**config.mk**
```make
export PLATFORM = sky130hd
export DESIGN_NAME = aes_gcm_encrypt_stream
export DESIGN_NICKNAME = d
export VERILOG_FILES = /design/src/rtl/aes_gcm_encrypt_stream.sv
export SDC_FILE = /design/constraint.sdc
export NUM_CORES = 1
export LEC_CHECK = 0
export CAP_MARGIN = 20
export CORE_AREA = 2 2 286 288
export CTS_CLUSTER_SIZE = 28
export DETAILED_ROUTE_END_ITERATION = 7
export DIE_AREA = 0 0 288 290
export PLACE_DENSITY = 0.6
export SLEW_MARGIN = 20
export SYNTH_ARGS = -nofsm -noshare
export SYNTH_HDL_FRONTEND = slang
export SYNTH_SLANG_ARGS = --single-unit
```
**constraint.sdc**
```tcl
create_clock -name clk -period 2.4 [get_ports clk]
set_input_delay 0.6 -clock clk [delete_from_list [all_inputs] [get_ports clk]]
set_output_delay 0.6 -clock clk [all_outputs]
set_load 0.02 [all_outputs]
```
**src/rtl/aes_gcm_encrypt_stream.sv**
```systemverilog
// Streaming 32-bit word encryptor with simplified keystream/GHASH and 128-bit auth tag.
// Optional: define AES_GCM_ENC_LEN_IN_TAG_EN to fold the message length into the tag.
module aes_gcm_encrypt_stream #(
    parameter int LEN_W = 16
) (
    input  logic             clk,
    input  logic             reset_n,
    input  logic [255:0]     key,
    input  logic [255:0]     iv,
    input  logic             start,
    input  logic [LEN_W-1:0] msg_len,
    input  logic [31:0]      plaintext,
    input  logic             plaintext_valid,
    output logic             plaintext_ready,
    output logic [31:0]      ciphertext,
    output logic             ciphertext_valid,
    input  logic             ciphertext_ready,
    output logic [127:0]     auth_tag,
    output logic             tag_valid,
    output logic             busy,
    output logic             complete
);

    typedef enum logic [2:0] {
        S_IDLE,
        S_LOAD,
        S_STREAM,
        S_FINAL,
        S_DONE
    } state_t;

    state_t             state_q, state_d;
    logic [127:0]       key_q, key_d;
    logic [127:0]       iv_q, iv_d;
    logic [LEN_W-1:0]   len_q, len_d;
    logic [LEN_W-1:0]   n_q, n_d;
    logic [127:0]       acc_q, acc_d;
    logic [31:0]        ct_q, ct_d;
    logic               ct_vld_q, ct_vld_d;
    logic [127:0]       tag_q, tag_d;
    logic               tag_vld_q, tag_vld_d;
    logic               complete_q, complete_d;
`ifdef AES_GCM_ENC_LEN_IN_TAG_EN
    logic               len_folded_q, len_folded_d;
`endif

    logic               accept;
    logic               out_free;
    logic [31:0]        ct_next;

    // Only the low 128 bits of key/IV feed the simplified cipher.
    logic unused_key_iv_hi;
    assign unused_key_iv_hi = ^{key[255:128], iv[255:128]};

    // A single output register: a word may enter whenever the held word leaves this cycle.
    assign out_free        = !ct_vld_q || ciphertext_ready;
    assign plaintext_ready = (state_q == S_STREAM) && out_free;
    assign accept          = plaintext_ready && plaintext_valid;
    assign ct_next         = plaintext ^ key_q[31:0] ^ iv_q[31:0] ^ 32'(n_q);

    always_comb begin
        state_d    = state_q;
        key_d      = key_q;
        iv_d       = iv_q;
        len_d      = len_q;
        n_d        = n_q;
        acc_d      = acc_q;
        ct_d       = ct_q;
        ct_vld_d   = ct_vld_q;
        tag_d      = tag_q;
        tag_vld_d  = tag_vld_q;
        complete_d = 1'b0;
`ifdef AES_GCM_ENC_LEN_IN_TAG_EN
        len_folded_d = len_folded_q;
`endif

        if (ct_vld_q && ciphertext_ready) begin
            ct_vld_d = 1'b0;
        end

        case (state_q)
            S_IDLE, S_DONE: begin
                if (start) begin
                    key_d     = key[127:0];
                    iv_d      = iv[127:0];
                    len_d     = msg_len;
                    n_d       = LEN_W'(1);
                    acc_d     = '0;
                    tag_d     = '0;
                    tag_vld_d = 1'b0;
                    state_d   = S_LOAD;
`ifdef AES_GCM_ENC_LEN_IN_TAG_EN
                    len_folded_d = 1'b0;
`endif
                end
            end
            S_LOAD: begin
                state_d = (len_q != '0) ? S_STREAM : S_FINAL;
            end
            S_STREAM: begin
                if (accept) begin
                    ct_d     = ct_next;
                    ct_vld_d = 1'b1;
                    acc_d    = {acc_q[95:0], acc_q[127:96] ^ ct_next};
                    // Stop counting at the last word so n never wraps at the max length.
                    if (n_q == len_q) begin
                        state_d = S_FINAL;
                    end else begin
                        n_d = n_q + LEN_W'(1);
                    end
                end
            end
            S_FINAL: begin
`ifdef AES_GCM_ENC_LEN_IN_TAG_EN
                if (!len_folded_q) begin
                    acc_d        = {acc_q[95:0], acc_q[127:96] ^ 32'(len_q)};
                    len_folded_d = 1'b1;
                end else if (out_free) begin
                    tag_d      = acc_q ^ key_q ^ iv_q;
                    tag_vld_d  = 1'b1;
                    complete_d = 1'b1;
                    state_d    = S_DONE;
                end
`else
                if (out_free) begin
                    tag_d      = acc_q ^ key_q ^ iv_q;
                    tag_vld_d  = 1'b1;
                    complete_d = 1'b1;
                    state_d    = S_DONE;
                end
`endif
            end
            default: begin
                state_d = S_IDLE;
            end
        endcase
    end

    always_ff @(posedge clk or negedge reset_n) begin
        if (!reset_n) begin
            state_q    <= S_IDLE;
            key_q      <= '0;
            iv_q       <= '0;
            len_q      <= '0;
            n_q        <= '0;
            acc_q      <= '0;
            ct_q       <= '0;
            ct_vld_q   <= 1'b0;
            tag_q      <= '0;
            tag_vld_q  <= 1'b0;
            complete_q <= 1'b0;
`ifdef AES_GCM_ENC_LEN_IN_TAG_EN
            len_folded_q <= 1'b0;
`endif
        end else begin
            state_q    <= state_d;
            key_q      <= key_d;
            iv_q       <= iv_d;
            len_q      <= len_d;
            n_q        <= n_d;
            acc_q      <= acc_d;
            ct_q       <= ct_d;
            ct_vld_q   <= ct_vld_d;
            tag_q      <= tag_d;
            tag_vld_q  <= tag_vld_d;
            complete_q <= complete_d;
`ifdef AES_GCM_ENC_LEN_IN_TAG_EN
            len_folded_q <= len_folded_d;
`endif
        end
    end

    assign ciphertext       = ct_q;
    assign ciphertext_valid = ct_vld_q;
    assign auth_tag         = tag_q;
    assign tag_valid        = tag_vld_q;
    assign complete         = complete_q;
    assign busy             = (state_q == S_LOAD) || (state_q == S_STREAM) || (state_q == S_FINAL);

endmodule
```
==> results.yml <==
placed_design:
  place_congestion: 0.810
  hpwl_um: 59800
  port_buffers: 473
yosys:
  synth-seq-area-share: 0.576
  netlist_area_mm2: 0.0253
  yosysWarnings: 0
  synth.avg_cell_area_um2: 9.24
  synth_top_cell_area_share: 0.576
  synth_top_area_cell: "dfrtp_1"
  synth_enable_flop_cells: 0
  async_reset_ff_frac: 1.00
  synth_common_cells: "nand2_1 (1127), dfrtp_1 (582), o21ai_0 (260)"
  ys_seq_elements: 582
  mappedNetlistNets: 3302
  synthFlopType: "dfrtp_1"
  syn_inst: 2736
  yosysMostFrequentCell: "nand2_1"
  netlist_top_cells_area: "dfrtp_1 (58%), nand2_1 (17%), xnor2_1 (7.2%)"
  synth_cell_types: 41
setup_path:
  endpoint_kind: "output pin"
  crit_cells: 4
  reg2reg_from: "n_q[2]$_DFFE_PN0P_"
  reg2regPathDepth: 6
  worstReg2RegEnd: "n_q[1]$_DFFE_PN0P_"
  cp-start-kind: "register"
  cp.arrival_ns: 1.70
  crit_required_ns: 1.80
  slowest_delay_ns: 0.40
  regToRegSetupSlack_ns: 0.44
  crit_chain: "buf_4, nor3b_4, and2_4, buf_12"
  cp_slowest_cell: "dfrtp_1"
  critical_path_class: "reg -> out"
  critPathMaxFanout: 8
  critPathBufInv: 2
  critical-path-top-delay-family: "flip-flops"
worst_hold_path:
  holdCritStartpoint: "ciphertext[14]$_DFFE_PN0P_"
  hold_path_class: "reg -> reg"
  hold_path_depth: 2
  hold_end: "ciphertext[14]$_DFFE_PN0P_"
run:
  maxCapViolations: 0
sta:
  clock_skew_ns: 0.0230
  finalCritPeriodShare: 0.959
  slew_headroom: 0.614
  setup_viol: 0
  worst_pin_slew_ns: 0.579
  hold_violations: 0
  hold-worst-slack_ns: 0.470
  drv_slew: 0
  period_needed_ns: 2.30
  max_freq_ghz: 0.435
  grt_setup_unrepaired: "no"
routing:
  ant_nets: 0
  vias: 19600
  wirelength_um: 80500
  wl_per_cell_um: 18.6
  drtIter0Drc: 1219
  drc: 0
  firstDrtPassIters: 7
  viasPerCell: 4.54
clock_tree:
  cts_tree: "built"
  cts_max_level: 3
  cts_root_buf: "clkbuf_16"
  clock-sinks: 582
  clock_latency_ns: 0.60
  path_clk_slew_ns: 0.07
  cts_buffers: 69
  ctsLongestPathBuffers: 3
die:
  fp-row-count: 104
  pin_count: 730
  start_util: 0.315
  dieArea_mm2: 0.0835
  die_w_um: 288
  die_h_um: 290
  coreArea_mm2: 0.0802
pwr:
  p_leak_nw: 15.8
  p_per_area_mw_per_mm2: 1350
  finalPower_w: 0.0465
  irDropWorstVdd_mv: 0.597
grt:
  grt_pass1_vias: 20019
  globalRouteTotalUtil: 0.194
  overflow: 0
  grt_pass1_wl_um: 124000
  grt_start_max_net_pins: 106
  antenna_found_initial: 10
layout:
  layout.nets: 3772
  fin_util: 0.428
  synthToLayoutAreaGrowth_pct: 35.7
  fill_cells: 7879
  post_route_cells_drive_above_1_share: 0.0651
outcome:
  outcome: "complete, no violations"
[routing by layer]
metal  wire length, um  track usage  vias to the layer above
met5                94            0                        -
met4              1920       0.0565                       14
met3              5030       0.0456                      104
met2             38700        0.322                      453
met1             34800        0.251                     9382
li1                  -            -                     9647
[logic make-up (layout without fill, tap and decap cells)]
group,Yosys count,after routing,synth area share
XOR/XNOR,352,352,0.122
adder cells (fa/ha/maj),1,1,0.000495
AO/OA/AOI/OAI,275,275,0.0560
other,0,2,0
flip-flops,582,582,0.576
buffers and inverters,171,692,0.0280
AND/OR/NAND/NOR,1347,1347,0.214
multiplexers,8,8,0.00317
[area by class of cell]
| type | count | area [um^2] | share of cell area |
|---|---|---|---|
| Clock buffer | 103 | 2070 | 0.0603 |
| Timing Repair Buffer | 566 | 6000 | 0.175 |
| Clock inverter | 19 | 278 | 0.00810 |
| Multi-Input combinational cell | 1983 | 10000 | 0.293 |
| Inverter | 4 | 15.0 | 0.000438 |
| Sequential cell | 582 | 14600 | 0.425 |
| Tap cell | 1060 | 1330 | 0.0387 |
| Antenna cell | 2 | 5.00 | 0.000146 |
[what timing repair did]
action,CTS,global route
gates resized for setup,5,2
setup endpoints to repair,2,3
hold buffers,1,0
setup buffers,0,0
endpoints found under the hold margin,28,0
[worst min-delay path: stages, from the launching register on]
cell     delay, ns
dfrtp_1       0.34
nand2_1       0.05
nand2_1       0.05
[power by group]
part	internal [W]	switching (W)	total (W)
clock network	0.00660	0.00421	0.0108
registers	0.0138	0.00359	0.0174
logic	0.00843	0.00979	0.0182
total	0.0289	0.0176	0.0465
[layout by cell type, fill, tap and decap left out, types with 2 or more instances in the layout]
cell                n
o31ai_1             2
nand2_4             2
buf_12             45
nor4_1              3
nand2b_1            6
inv_1               4
diode_2             2
clkdlybuf4s50_1   468
nand3_1           170
bufinv_16           6
nand4_1            11
xor2_1            144
clkbuf_1           15
clkinv_8            2
clkbuf_8           17
clkbuf_16          71
xnor2_1           208
or4_1               6
clkinv_2            8
mux2i_1             8
o21ai_0           260
nor3_1              4
o211ai_1            5
buf_4              48
dfrtp_1           581
nand2_1          1126
inv_6               2
nor2_1              8
[sequential cells by signal, indices dropped and copies added (netlist names)]
name / flops
ciphertext: 32
ciphertext_valid: 1
acc_q: 128
tag_valid: 1
key_q: 128
complete: 1
iv_q: 128
state_q: 3
len_q: 16
n_q: 16
auth_tag: 128
[worst max-delay path by stage]
stage	start	slack [ns]	end
4_1_cts	state_q[1]$_DFFE_PN0P_	0.03	plaintext_ready
5_1_grt	state_q[0]$_DFFE_PN0P_	0.02	plaintext_ready
2_1_floorplan	ciphertext_ready	0.51	ciphertext[22]$_DFFE_PN0P_
3_3_place_gp	ciphertext_ready	-0.008	n_q[9]$_DFFE_PN0P_
6_report	state_q[0]$_DFFE_PN0P_	0.1	plaintext_ready
3_5_place_dp	ciphertext_ready	-0.009	n_q[9]$_DFFE_PN0P_
[stage by stage]
| stage | setup TNS [ns] | cell area, um^2 | worst slack [ns] | instances |
|---|---|---|---|---|
| after CTS | 0 | 34300 | 0.0349 | 4317 |
| after detailed placement | -0.00901 | 31900 | -0.00901 | 4194 |
| after global placement | -0.00823 | 31900 | -0.00823 | 4194 |
| after global routing | 0 | 34300 | 0.0235 | 4317 |
| final | 0 | 34300 | 0.0986 | 4319 |
| after floorplan | 0 | 25300 | 0.510 | 2736 |
Note: power is estimated with default switching activity, not from simulation.
